--- src/rtl/pipeline_hazard_controller.sv ---
// pipeline_hazard_controller
// ID-stage hazard and forwarding controller for the MIPS pipeline.
// - Selects forwarding sources (EX/MEM/WB/RF) for both ID operands.
// - Holds the front end for LOAD_LATENCY cycles on a load-use hazard.
// - Handles external freeze (ext_stall) and squash (flush) requests.
// Optional feature: define HFU_STALL_CNT_EN to add a saturating
// stall_count output that counts cycles spent in load-use stall.

module pipeline_hazard_controller #(
  parameter int REG_ADDR_W   = 5,
  parameter int LOAD_LATENCY = 1,
  parameter int STALL_CNT_W  = 32
) (
  input  logic                  clk,
  input  logic                  reset,
  input  logic                  EX_Register_File_Enable,
  input  logic                  MEM_Register_File_Enable,
  input  logic                  WB_Register_File_Enable,
  input  logic [REG_ADDR_W-1:0] EX_RD,
  input  logic [REG_ADDR_W-1:0] MEM_RD,
  input  logic [REG_ADDR_W-1:0] WB_RD,
  input  logic [REG_ADDR_W-1:0] operandA,
  input  logic [REG_ADDR_W-1:0] operandB,
  input  logic                  use_A,
  input  logic                  use_B,
  input  logic                  EX_load_instr,
  input  logic                  ext_stall,
  input  logic                  flush,
  output logic [1:0]            forwardMX1,
  output logic [1:0]            forwardMX2,
  output logic                  nPC_LE,
  output logic                  PC_LE,
  output logic                  IF_ID_LE,
  output logic                  ID_bubble,
  output logic                  IF_ID_flush
`ifdef HFU_STALL_CNT_EN
  ,
  output logic [STALL_CNT_W-1:0] stall_count
`endif
);

  typedef enum logic {
    IDLE  = 1'b0,
    STALL = 1'b1
  } state_t;

  // Remaining stall cycles loaded when a hazard is first seen; the hit
  // cycle itself is the first of the LOAD_LATENCY stall cycles.
  localparam logic [2:0] REM_INIT    = 3'(LOAD_LATENCY - 1);
  localparam bit         MULTI_CYCLE = (LOAD_LATENCY > 1);

  localparam logic [REG_ADDR_W-1:0] ZERO_REG = '0;

  state_t     state;
  logic [2:0] rem;
  logic       hit;
  logic       stall_req;
  logic       stall_taken;

  // Priority forwarding select for one operand; register 0 never forwards.
  function automatic logic [1:0] fwd_sel(
    input logic [REG_ADDR_W-1:0] op,
    input logic                  use_op,
    input logic                  ex_en,
    input logic [REG_ADDR_W-1:0] ex_rd,
    input logic                  mem_en,
    input logic [REG_ADDR_W-1:0] mem_rd,
    input logic                  wb_en,
    input logic [REG_ADDR_W-1:0] wb_rd
  );
    logic [1:0] sel;
    sel = 2'b00;
    if (use_op && (op != ZERO_REG)) begin
      if (ex_en && (ex_rd != ZERO_REG) && (ex_rd == op)) begin
        sel = 2'b01;
      end else if (mem_en && (mem_rd != ZERO_REG) && (mem_rd == op)) begin
        sel = 2'b10;
      end else if (wb_en && (wb_rd != ZERO_REG) && (wb_rd == op)) begin
        sel = 2'b11;
      end
    end
    return sel;
  endfunction

  // Load-use hazard: the load in EX writes a register the ID instruction reads.
  always_comb begin
    hit = EX_load_instr && EX_Register_File_Enable && (EX_RD != ZERO_REG) &&
          ((use_A && (operandA == EX_RD)) || (use_B && (operandB == EX_RD)));
    stall_req   = (state == STALL) || hit;
    stall_taken = !reset && !flush && !ext_stall && stall_req;
  end

  // Output decode: reset > flush > ext_stall > load-use stall > normal.
  always_comb begin
    forwardMX1  = 2'b00;
    forwardMX2  = 2'b00;
    nPC_LE      = 1'b1;
    PC_LE       = 1'b1;
    IF_ID_LE    = 1'b1;
    ID_bubble   = 1'b0;
    IF_ID_flush = 1'b0;
    if (!reset) begin
      forwardMX1 = fwd_sel(operandA, use_A,
                           EX_Register_File_Enable, EX_RD,
                           MEM_Register_File_Enable, MEM_RD,
                           WB_Register_File_Enable, WB_RD);
      forwardMX2 = fwd_sel(operandB, use_B,
                           EX_Register_File_Enable, EX_RD,
                           MEM_Register_File_Enable, MEM_RD,
                           WB_Register_File_Enable, WB_RD);
      if (flush) begin
        IF_ID_flush = 1'b1;
        ID_bubble   = 1'b1;
      end else if (ext_stall) begin
        nPC_LE   = 1'b0;
        PC_LE    = 1'b0;
        IF_ID_LE = 1'b0;
      end else if (stall_req) begin
        nPC_LE    = 1'b0;
        PC_LE     = 1'b0;
        IF_ID_LE  = 1'b0;
        ID_bubble = 1'b1;
      end
    end
  end

  // Stall FSM: extends multi-cycle load-use stalls; frozen by ext_stall, cleared by flush.
  always_ff @(posedge clk) begin
    if (reset) begin
      state <= IDLE;
      rem   <= 3'd0;
    end else if (flush) begin
      state <= IDLE;
      rem   <= 3'd0;
    end else if (!ext_stall) begin
      case (state)
        IDLE: begin
          if (hit && MULTI_CYCLE) begin
            state <= STALL;
            rem   <= REM_INIT;
          end
        end
        STALL: begin
          if (rem <= 3'd1) begin
            state <= IDLE;
            rem   <= 3'd0;
          end else begin
            rem <= rem - 3'd1;
          end
        end
        default: begin
          state <= IDLE;
          rem   <= 3'd0;
        end
      endcase
    end
  end

`ifdef HFU_STALL_CNT_EN
  logic [STALL_CNT_W-1:0] cnt_q;
  localparam logic [STALL_CNT_W-1:0] CNT_ONE = {{(STALL_CNT_W-1){1'b0}}, 1'b1};

  // Saturating count of cycles in which the load-use stall actually held the pipe.
  always_ff @(posedge clk) begin
    if (reset) begin
      cnt_q <= '0;
    end else if (stall_taken && (cnt_q != {STALL_CNT_W{1'b1}})) begin
      cnt_q <= cnt_q + CNT_ONE;
    end
  end

  assign stall_count = cnt_q;
`else
  logic unused_stall_cnt;
  assign unused_stall_cnt = stall_taken & (STALL_CNT_W > 0);
`endif

endmodule

--- config.mk ---
export PLATFORM = sky130hd
export DESIGN_NAME = pipeline_hazard_controller
export DESIGN_NICKNAME = d
export VERILOG_FILES = /design/src/rtl/pipeline_hazard_controller.sv
export SDC_FILE = /design/constraint.sdc
export NUM_CORES = 1
export LEC_CHECK = 0
export CORE_ASPECT_RATIO = 0.7
export CORE_MARGIN = 2
export CORE_UTILIZATION = 34
export DETAILED_ROUTE_END_ITERATION = 16
export PLACE_DENSITY = 0.76
export SYNTH_ARGS = -nofsm -noshare
export SYNTH_HDL_FRONTEND = slang
export SYNTH_SLANG_ARGS = --single-unit
--- constraint.sdc ---
create_clock -name clk -period 1.5 [get_ports clk]
set_input_delay 0.225 -clock clk [delete_from_list [all_inputs] [get_ports clk]]
set_output_delay 0.225 -clock clk [all_outputs]
set_load 0.01 [all_outputs]
==> summary.md, run 1 <==
| Metric | Value |
|---|---|
| PwrDens | `406 nW/um2` |
| Vias | `1,143` |
| Global Route Usage Sum | `31.0%` |
| Die ar. | `2620 um2` |
| Final setup viols | `8` |
| Filler cell count | `130` |
| Placed insts | `199` |
| CTS Hold Buffers Added | `0` |
| Vias per cell | `5.47` |
| Achievable Freq | `549 MHz` |
| Worst Clk Skew | `0.338 ps` |
| VDD IR max | `0.000268 V` |
| Relative slew slack | `77.6%` |
| Post-synthesis sequential area ratio | `10.6%` |
| Drt pass-1 iters | `4` |
| Yosys warns | `0` |
| Vias in the first global route | `1,127` |
| Layout cells sized above 1 | `62.7%` |
| Worst-Margin Slew | `335 ps` |
| Failing checks | `setup timing` |
| Post-Route WL | `4160 um` |
| Fin. Hold Viols | `0` |
| GPL Wtd Cong | `0.896` |
| Syn Inst Count | `100` |
| CP Data Required Time | `1270 ps` |
| Initial core utilization | `35.7%` |
| Initial DRC Count | `82` |
| Area of the multi-input gates | `926 um2` |
| Per-cell routed wire length | `19.9 um` |
| CP Capture Type | `output pin` |
| Crit path launch type | `input pin` |
| First-pass GRT wire length | `5800 um` |
| Pin count of the biggest net entering global routing | `6` |
| Finished Layout Cells | `209` |
| Die width | `60.4 um` |
| Post-synth net total | `137` |
| Top Ports | `44` |
| Post-synthesis cell area | `756 um2` |
| Final Cycle Share | `121%` |
| CP max stage delay | `530 ps` |
| Design area | `1730 um2` |
| Crit Path Max Fanout | `2` |
| Antenna violations before repair | `0` |
| Most common cell type on the critical path | `buf_6` |
| Final core utilization | `81.5%` |
| CTS tree | `yes` |
| H-tree depth | `1` |
| NumNets Final | `216` |
| Storage cell area | `80.1 um2` |
| Ant. Diodes | `0` |
| DRC | `0` |
| HP Class | `flip-flop to flip-flop` |
| CP max stage cell | `or4_4` |
| Die H | `43.4 um` |
| IO buf count | `43` |
| Fin worst setup slack | `-321 ps` |
| Syn avg cell area | `7.56 um2` |
| Clock buffer depth | `2` |
| Leak | `0.000740 uW` |
| Area grow syn2layout | `129%` |
| Ranking of synthesized cells by area | `xnor2_1, dfxtp_1, xor2_1, or4_1, nand3_1` |
| Yosys cell types | `33` |
| Num CTS Buffers | `3` |
| Worst-skew pair later-pin latency | `240 ps` |
| Placed wire-length estimate | `2710 um` |
| Dpl cell area | `1410 um2` |
| Yosys top cell area share | `25.5%` |
| Outcome | `finished with violations` |
| Slew Viols, Final | `0` |
| Std-Cell Rows | `14` |
| Core ar. | `2120 um2` |
| Worst endpoint data arrival time | `1600 ps` |
| CTS clk-pin slew, worst paths | `40 ps` |
| Kind of critical path | `input pin to output pin` |
| RSZ-0062 raised after global routing | `true` |
| Cells along the critical path | `buf_6 > or4_4 > nor2_4 > buf_6 > nor4_4 > nand2b_1 > nor3b_2 > buf_2` |
| Yosys top cell by area | `xnor2_1` |
| Final worst path period need | `1820 ps` |
| Max Cap Viol | `0` |
| Total grt overflow | `0` |
| TNS Setup | `-2370 ps` |
| Root buffer cell | `clkbuf_4` |
| FF+latch count, synth | `4` |
| CTS sink count | `4` |
| Routed Antenna Nets | `0` |
[area by class of cell]
cell class | instances | area share [%]
Sequential cell | 4 | 4.63
Multi-Input combinational cell | 90 | 53.6
Tap cell | 32 | 2.32
Clock buffer | 3 | 1.30
Timing Repair Buffer | 76 | 37.3
Inverter | 4 | 0.869
[worst max-delay path: cells and delay by family]
family,cells,cell delay (ps)
and+or+nand+nor,5,1000
buffers and inverters,3,360
[cells in the final DEF, fill, tap and decap left out, types with 5 or more instances in the layout]
master,instances
buf_2,21
buf_4,18
buf_6,25
clkdlybuf4s50_1,7
nand2_1,6
nand3_1,5
or4_4,5
xnor2_1,7
xnor2_2,11
xor2_1,9
[state kept, by name (all words and copies together), names as in the netlist]
register	count
rem	3
state	1
[synthesized netlist by cell type (all sizes together)]
library cell / count
nor3: 3
a211o: 1
nor2: 6
or4: 7
nor2b: 4
nor3b: 1
and2: 1
buf: 2
nand4: 2
o22ai: 1
nor4: 3
xnor2: 22
dfxtp: 4
nand2b: 1
a21boi: 1
nand2: 6
o31ai: 1
o21bai: 1
ha: 2
xor2: 9
nand3: 7
or3: 1
inv: 4
a21oi: 5
or2: 1
o21ai: 4
[where the power goes]
part | internal, uW | total, uW | switching, uW
clock | 90.4 | 147 | 57.0
combinational | 244 | 447 | 203
sequential | 107 | 107 | 0
[through the flow]
| stage | total power (uW) | worst slack, ps | hold WS (ps) |
|---|---|---|---|
| floorplan | 220 | -157 | 303 |
| global route | 726 | -372 | 586 |
| global placement | 415 | -1100 | 477 |
| detailed placement | 426 | -1180 | 533 |
| finish | 701 | -321 | 567 |
| CTS | 634 | -386 | 540 |
[per-layer routing]
layer,up-vias,global-route usage (%),share of wire [%],routed length (um)
met4,0,9.33,2.8,116
met1,537,39.6,37,1550
met2,82,54.8,54,2230
met3,16,3.28,6.4,265
met5,-,0,0,0
li1,508,-,-,-
[cell families after synthesis]
kind of cell	after synthesis	synth area share, %
buffers and inverters	6	3.97
flip-flops	4	10.6
AO/OA/AOI/OAI	14	11.9
XOR/XNOR	31	35.9
AND/OR/NAND/NOR	43	34.3
adder cells (fa/ha/maj)	2	3.31
[repair_timing]
action / 4_1_cts / 5_1_grt
pin swaps: 36 / 20
resized for setup: 187 / 26
setup buffers: 7 / 2
setup endpoints to repair: 9 / 9
[worst paths after layout]
| kind | startpoint | to | slack, ps | cells after the start |
|---|---|---|---|---|
| hold / removal | rem[1] | rem[1] | 570 | 3 |
| setup / recovery | WB_RD[1] | forwardMX2[1] | -320 | 8 |
| setup reg to reg | rem[1] | rem[0] | 100 | 6 |
| hold reg to reg | rem[1] | rem[1] | 570 | 3 |
Note: power is estimated with default switching activity, not from simulation.
==> run 2: changes to the inputs <==
--- a/config.mk
+++ b/config.mk
@@ -7,9 +7,9 @@
 export LEC_CHECK = 0
 export CORE_ASPECT_RATIO = 0.7
 export CORE_MARGIN = 2
-export CORE_UTILIZATION = 34
+export CORE_UTILIZATION = 36
 export DETAILED_ROUTE_END_ITERATION = 16
-export PLACE_DENSITY = 0.76
+export PLACE_DENSITY = 0.77
 export SYNTH_ARGS = -nofsm -noshare
 export SYNTH_HDL_FRONTEND = slang
 export SYNTH_SLANG_ARGS = --single-unit
==> constraint.sdc (replaced) <==
create_clock -name clk -period 2.1 [get_ports clk]
set_input_delay 0.315 -clock clk [delete_from_list [all_inputs] [get_ports clk]]
set_output_delay 0.315 -clock clk [all_outputs]
set_load 0.01 [all_outputs]
==> run 2 against run 1 <==
  * The run ends with DRC left
  * Die area decreased by 5.1%
  * Sequential share of layout area increased by 0.49 points
  * Non-clock buffer count decreased by 4
  * Via count shrank 3.6%
  * Critical path type unchanged
==> summary.md, run 2 (synthesis gave the netlist of run 1 again) <==
| Metric | Value |
|---|---|
| Reg-to-reg critical path startpoint | `rem[1]` |
| CP Buf/Inv Count | `3` |
| Placed insts | `188` |
| CTS tree | `yes` |
| Crit path launch type | `input pin` |
| Core ar. | `1920 um2` |
| Worst r2r dst | `rem[0]` |
| Achievable Freq | `481 MHz` |
| HP Class | `flip-flop to flip-flop` |
| Outcome | `finished with violations` |
| Cells on Worst Hold Path | `2` |
| Drt pass-1 iters | `10` |
| Worst-skew pair later-pin latency | `230 ps` |
| H-tree depth | `1` |
| IO buf count | `43` |
| Finished Layout Cells | `195` |
| Slew Viols, Final | `0` |
| Top Ports | `44` |
| CP max stage cell | `a211o_1` |
| Root buffer cell | `clkbuf_4` |
| Layout cells sized above 1 | `48.6%` |
| Final core utilization | `81.4%` |
| Die width | `58.8 um` |
| Largest register FFs | `3` |
| Most flops, register | `rem` |
| Vias | `1,102` |
| Area grow syn2layout | `107%` |
| Routed Antenna Nets | `0` |
| Vias in the first global route | `1,040` |
| Placed wire-length estimate | `2590 um` |
| CTS clk-pin slew, worst paths | `40 ps` |
| Filler cell count | `116` |
| Worst hold start | `state` |
| Worst endpoint data arrival time | `1760 ps` |
| Most frequent cells in the layout | `buf_4, xnor2_1, buf_2, dlygate4sd2_1` |
| Initial DRC Count | `43` |
| Std-Cell Rows | `13` |
| CP Data Required Time | `1780 ps` |
| Vias per cell | `5.65` |
| R2r setup slk | `730 ps` |
| VDD IR max | `0.000155 V` |
| Initial core utilization | `39.4%` |
| CP max stage delay | `320 ps` |
| Relative slew slack | `77.6%` |
| Kind of critical path | `input pin to output pin` |
| Leak | `0.000668 uW` |
| Num CTS Buffers | `3` |
| Fin. Hold Viols | `0` |
| Final worst path period need | `2080 ps` |
| Worst-Margin Slew | `335 ps` |
| Commonest non-fill, non-tap cell in the layout | `buf_4` |
| Largest regs | `rem (3), state (1)` |
| Die ar. | `2490 um2` |
| PwrDens | `289 nW/um2` |
| NumNets Final | `212` |
| Per-cell routed wire length | `18.7 um` |
| Clock buffer depth | `2` |
| R2R cell count | `6` |
| Hold Path Sink | `state` |
| Cells along the critical path | `dlygate4sd2_1 > buf_4 > xnor2_2 > nand3_1 > o22ai_2 > a21oi_2 > a211o_1 > buf_2` |
| Crit Path Max Fanout | `3` |
| DRC | `1` |
| Antenna violations before repair | `0` |
| CP Capture Type | `output pin` |
| CTS sink count | `4` |
| Worst Clk Skew | `4.90 ps` |
| Global Route Usage Sum | `27.7%` |
| Max Cap Viol | `0` |
| CP top delay family | `buffers and inverters` |
| Final Cycle Share | `99.0%` |
| CTS Hold Buffers Added | `0` |
| First-pass GRT wire length | `5130 um` |
| Pin count of the biggest net entering global routing | `6` |
| Ant. Diodes | `0` |
| Post-Route WL | `3650 um` |
| RSZ-0062 raised after global routing | `true` |
| Final setup viols | `0` |
| Failing checks | `DRC` |
| Total grt overflow | `0` |
| Die H | `42.3 um` |
| GPL Wtd Cong | `0.848` |
run 2: through the flow:
| step | TNS (ps) | setup slack (ps) | total power (uW) | cell area [um2] | hold slack (ps) |
|---|---|---|---|---|---|
| after floorplan | 0 | 245 | 157 | 756 | 393 |
| after global placement | -4540 | -588 | 294 | 1390 | 473 |
| after detailed placement | -5150 | -722 | 303 | 1390 | 508 |
| after CTS | 0 | 5.01 | 403 | 1440 | 516 |
| after global routing | -229 | -58.2 | 475 | 1560 | 539 |
| final | 0 | 20.3 | 451 | 1560 | 525 |
run 2: cell type report:
type / instances / area (um2) / share of cell area (%)
Inverter: 4 / 15.0 / 0.962
Sequential cell: 4 / 80.1 / 5.13
Multi-Input combinational cell: 90 / 842 / 53.9
Clock buffer: 3 / 22.5 / 1.44
Timing Repair Buffer: 72 / 574 / 36.8
Tap cell: 22 / 27.5 / 1.76
run 2: power breakdown:
group	internal, uW	total (uW)	switching (uW)	leakage, uW
logic	150	276	126	0.000622
clock network	64.1	98.0	33.9	0.0000138
registers	76.3	76.3	0	0.0000322
total	291	451	160	0.000668
run 2: timing repair:
item / CTS / global route
pin swaps: 17 / 24
gates resized for setup: 86 / 44
setup buffers: 1 / 4
endpoints found under the setup margin: 8 / 8
run 2: per-layer routing:
layer | track usage [%] | wire, um | vias to the layer above
met3 | 4.63 | 205 | 14
li1 | - | - | 505
met2 | 46.2 | 1930 | 57
met4 | 12.7 | 129 | 0
met1 | 34.2 | 1390 | 526
met5 | 0 | 0 | -
run 2: worst min-delay path, stage by stage, from the launching register on:
cell and delay [ps]:
dfxtp_1 350, nand2_1 80, a21oi_1 50
run 2: how the worst max path moves through the flow:
stage / start / end / cells past startpoint / slack [ps]
global route: EX_RD[1] / IF_ID_LE / 8 / -60
global placement: EX_RD[1] / IF_ID_LE / 7 / -590
floorplan: EX_RD[1] / PC_LE / 6 / 240
finish: operandB[2] / IF_ID_LE / 8 / 20
detailed placement: operandA[2] / forwardMX1[0] / 9 / -720
CTS: operandA[0] / forwardMX1[1] / 7 / 5
==> run 3: changes to the inputs <==
--- a/config.mk
+++ b/config.mk
@@ -9,7 +9,7 @@
 export CORE_MARGIN = 2
 export CORE_UTILIZATION = 36
 export DETAILED_ROUTE_END_ITERATION = 16
-export PLACE_DENSITY = 0.77
+export PLACE_DENSITY = 0.75
 export SYNTH_ARGS = -nofsm -noshare
 export SYNTH_HDL_FRONTEND = slang
 export SYNTH_SLANG_ARGS = --single-unit
==> run 3 against run 2 <==
  * Core utilization is 1.5 points lower
  * Count of clock-buffer cells in the layout stayed put
  * Global-route usage is 0.24 points higher
  * Largest cell class unchanged
  * Critical path depth stayed put
  * Worst setup slack worse by 14 ps
  * Non-clock buffer count is 5 lower
  * The flow now finishes without violations
==> summary.md, run 3 (synthesis gave the netlist of run 1 again) <==
| Metric | Value |
|---|---|
| Largest register FFs | `3` |
| Cells along the critical path | `clkdlybuf4s15_1 > buf_4 > xnor2_1 > nand3_2 > o22ai_2 > a21oi_2 > a211o_1 > buf_2` |
| Routed Antenna Nets | `0` |
| Sw Pwr | `178 uW` |
| GPL Wtd Cong | `0.836` |
| Reg-to-reg critical path startpoint | `rem[1]` |
| NumNets Final | `207` |
| Slew Viols, Final | `0` |
| Die ar. | `2490 um2` |
| First-pass GRT wire length | `5140 um` |
| Die width | `58.8 um` |
| Initial DRC Count | `43` |
| Outcome | `completed` |
| CTS tree | `yes` |
| Worst Setup SP | `EX_RD[2]` |
| Combinational power share | `58.4%` |
| Sw frac | `38.5%` |
| Pin count of the biggest net entering global routing | `5` |
| Total grt overflow | `0` |
| Wire length on met1 | `1470 um` |
| Met3 wire len | `269 um` |
| Most frequent cells in the layout | `buf_4, xnor2_1` |
| Kind of critical path | `input pin to output pin` |
| Final worst path period need | `2090 ps` |
| Die H | `42.3 um` |
| Worst-Margin Slew | `350 ps` |
| Placed wire-length estimate | `2420 um` |
| CP max stage delay | `330 ps` |
| CP max stage cell | `a211o_1` |
| Achievable Freq | `478 MHz` |
| Worst hold start | `state` |
| Worst endpoint data arrival time | `1780 ps` |
| CP Data Required Time | `1780 ps` |
| HP Class | `flip-flop to flip-flop` |
| Final Cycle Share | `99.7%` |
| H-tree depth | `1` |
| Drt pass-1 iters | `4` |
| Clock buffer depth | `2` |
| Vias per cell | `5.69` |
| DRC | `0` |
| Final core utilization | `79.9%` |
| Initial core utilization | `39.4%` |
| Filler cell count | `122` |
| PwrDens | `301 nW/um2` |
| Flop pwr share | `16.5%` |
| WL met2 | `1870 um` |
| Area of the multi-input gates | `847 um2` |
| CP Capture Type | `output pin` |
| Leak | `0.000649 uW` |
| CTS clk-pin slew, worst paths | `40 ps` |
| Crit Path Max Fanout | `3` |
| P_int | `284 uW` |
| Fin. Hold Viols | `0` |
| Core ar. | `1920 um2` |
| Vias | `1,081` |
| Vias in the first global route | `1,084` |
| Layout cells sized above 1 | `49.4%` |
| Antenna violations before repair | `0` |
| Root buffer cell | `clkbuf_4` |
| Largest regs | `rem (3), state (1)` |
| Area grow syn2layout | `103%` |
| Relative slew slack | `76.5%` |
| Top sig layer | `met4` |
| Storage cell area | `80.1 um2` |
| Worst Clk Skew | `11.9 ps` |
| Final setup viols | `0` |
| Std-Cell Rows | `13` |
| Global Route Usage Sum | `27.9%` |
| Design area | `1530 um2` |
| Max Cap Viol | `0` |
| Post-Route WL | `3760 um` |
| Dpl cell area | `1360 um2` |
| Ant. Diodes | `0` |
| Worst-skew pair later-pin latency | `270 ps` |
| Most flops, register | `rem` |
| IO buf count | `43` |
| VDD IR max | `0.000167 V` |
| Commonest non-fill, non-tap cell in the layout | `buf_4` |
| Top Ports | `44` |
| CTS sink count | `4` |
| Clk network pwr share | `25.1%` |
| Crit path launch type | `input pin` |
| Per-cell routed wire length | `19.8 um` |
| Num CTS Buffers | `3` |
[run 3: path summary, 6_finish.rpt]
kind / end / slack [ps] / depth (start not counted)
max: nPC_LE / 6 / 8
min: state / 510 / 2
max reg2reg: rem[0] / 700 / 6
min reg2reg: state / 510 / 2
[run 3: layer usage]
layer	vias to the layer above	GRT usage, %
li1	488	-
met1	518	35.3
met2	59	45.8
met3	16	4.32
met4	0	13.2
met5	-	0
[run 3: layout make-up]
class	count	share of cell area, %
multi-input combinational	90	55.3
timing repair buffer	67	35.3
sequential	4	5.22
tap	22	1.80
clock buffer	3	1.47
inverter	4	0.980
[run 3: timing repair]
action                                  CTS  global route
setup buffers                             3             1
hold buffers                              0             0
endpoints found under the hold margin     0             0
endpoints found under the setup margin    8             8
gates resized for setup                  97            47
pin swaps                                18            23
cloned                                    0             0
[run 3: critical path, delay by kind of cell]
family / cells / cell delay (ps)
compound gates: 3 / 620
buf+inv: 3 / 490
xor+xnor: 1 / 220
simple gates: 1 / 130
[run 3: per-stage QoR]
step | hold WS (ps) | TNS [ps] | std cells | total power [uW] | worst slack, ps
finish | 507 | 0 | 190 | 462 | 6.42
global route | 522 | -127 | 190 | 478 | -46.3
CTS | 482 | 0 | 189 | 406 | 6.53
detailed placement | 481 | -4960 | 185 | 297 | -698
global placement | 472 | -4540 | 185 | 291 | -617
floorplan | 393 | 0 | 100 | 157 | 245
[run 3: power groups by stage]
stage	Clock (uW)	Sequential, uW	Combinational [uW]
2_1_floorplan	0	77.6	79.2
3_3_place_gp	0	77.6	214
3_5_place_dp	0	77.6	220
4_1_cts	102	76.3	227
5_1_grt	119	76.1	283
6_report	116	76.1	270
==> RTL edit (flow settings as in run 3) <==
Set the parameter `REG_ADDR_W` to 6 (it was 5).
--- a/src/rtl/pipeline_hazard_controller.sv
+++ b/src/rtl/pipeline_hazard_controller.sv
@@ -7,7 +7,7 @@
 // stall_count output that counts cycles spent in load-use stall.
 
 module pipeline_hazard_controller #(
-  parameter int REG_ADDR_W   = 5,
+  parameter int REG_ADDR_W   = 6,
   parameter int LOAD_LATENCY = 1,
   parameter int STALL_CNT_W  = 32
 ) (
Interface: changed (5 resized); port bits go from 44 to 49. No check against the original RTL was run, so the function may have changed too.
==> RTL edit against run 3 <==
- the flow now finishes with violations (setup timing)
- wire length grew 1.6%
- via count up 13%
- final area rose by 8.3%
- worst setup slack got worse by 0.0076 ns
- hold slack got worse by 0.029 ns
- critical path depth down 2
- sequential cell count is the same
- clock skew fell by 0.0027 ns
- total power is 0.33% lower
- synthesized cell count up 10%
- synthesized area is 9.1% higher
- non-clock buffer count grew 15
- critical endpoint is now forwardMX2[1]
==> RTL edit: results (changes against run 3) <==
The largest voltage drop on the vdd net is 0.0002943 V (+76%). The post-synthesis cell type count is 27 (-18%). The setup slack after layout was -0.001205 ns (-0.007623 ns); the last weighted congestion value of the routability-driven placer was 0.9334 (+12%). The first-pass GRT wire length is 5.499 mm (+7.0%). The final reports fail on setup timing.

The tools report the leakage power figure as 0.7238 nW (+12%). The critical-path maximum fanout came out at 2 (-1). The flow ran to the end, but the final reports show violations. The tools report the maximum number of pins on one net before global-route repair as 6 (+1).

By area the synthesized netlist is led by sky130_fd_sc_hd__xor2_1, sky130_fd_sc_hd__dfxtp_1, sky130_fd_sc_hd__xnor2_1. The portion of the post-synthesis area used by sequential elements is 9.712% (-0.88 points), and the ratio of cells with drive above 1 in the final layout is 38.34% (-11 points). The placed cell area is 1555 sq um (+14%). The number of nets in the finished design was 237 (+14%).

For the number of vias in the routed layout, the log shows 1224 (+13%). The global routing usage summed across all routing layers is 28.11% (+0.20 points), and the detailed-route wire length per cell is 16.98 um (-14%). The run gives 1 (+1) as the number of endpoints failing setup at the final stage. The transition time at the pin with the least slew margin is 0.4675 ns (+0.1178 ns), and the number of port buffers is 48 (+12%). The final worst clock skew is 0.009146 ns (-0.002713 ns). The net count of the mapped netlist is 152 (+11%), and the half-perimeter wire length after detailed placement is 2.716 mm (+12%). The clock latency on the worst-skew pair was 0.25 ns (-0.02 ns); the DRC violation total after the first TritonRoute iteration was 74 (+72%).
[RTL edit: worst max-delay path, cell delays in order]
cell and delay [ns]:
sky130_fd_sc_hd__clkdlybuf4s15_1 0.20, sky130_fd_sc_hd__or4_4 0.54, sky130_fd_sc_hd__o31ai_4 0.27, sky130_fd_sc_hd__nor4_4 0.09, sky130_fd_sc_hd__o211a_1 0.23, sky130_fd_sc_hd__buf_2 0.13
[RTL edit: worst paths after layout]
kind,slack (ns),cells past startpoint,endpoint,from
worst max register to register,0.64,6,rem[1],rem[1]
worst min-delay path,0.48,2,rem[1],rem[1]
worst min register to register,0.48,2,rem[1],rem[1]
worst max-delay path,-0.001,6,forwardMX2[1],MEM_RD[0]
[RTL edit: metrics by stage]
stage | setup slack [ns] | hold WS, ns | setup TNS [ns] | instances
after floorplan | 0.2469 | 0.3931 | 0 | 110
after global placement | -0.6588 | 0.4668 | -4.945 | 218
after detailed placement | -0.6821 | 0.4720 | -5.152 | 218
after CTS | 0.005288 | 0.4785 | 0 | 224
after global routing | -0.03861 | 0.4966 | -0.1705 | 225
final | -0.001205 | 0.4777 | -0.001205 | 225
[RTL edit: per-layer routing]
layer | vias up | global-route usage, % | routed length [um]
met5 | - | 0 | 0
met4 | 0 | 5.652 | 38
met3 | 6 | 5.263 | 329
met2 | 84 | 47.66 | 1954
met1 | 568 | 37.30 | 1497
li1 | 566 | - | -
[RTL edit: power by group]
group	leakage (nW)	internal [mW]	switching, mW
Clock	0.0138	0.0643	0.0375
Sequential	0.0322	0.0763	0
Combinational	0.678	0.146	0.136
Total	0.724	0.287	0.174
[RTL edit: what timing repair did]
action,in CTS,in global routing
endpoints found under the hold margin,0,0
pin swaps,15,12
setup endpoints to repair,8,8
setup buffers,3,1
hold buffers,0,0
gates resized for setup,95,23
[RTL edit: logic make-up after synthesis]
family	after synthesis	share of synthesized area, %
DFF	4	9.712
adders and majority gates	2	3.034
AOI/OAI and AO/OA	18	15.33
xor gates and xnor gates	37	39.30
buffers and inverters	5	3.186
and+or+nand+nor	44	29.44
[RTL edit: layout make-up]
class	count	share of cell area, %
multi-input combinational	101	51.02
timing repair buffer	82	39.71
sequential	4	4.823
tap	32	2.411
clock buffer	3	1.356
inverter	3	0.6782
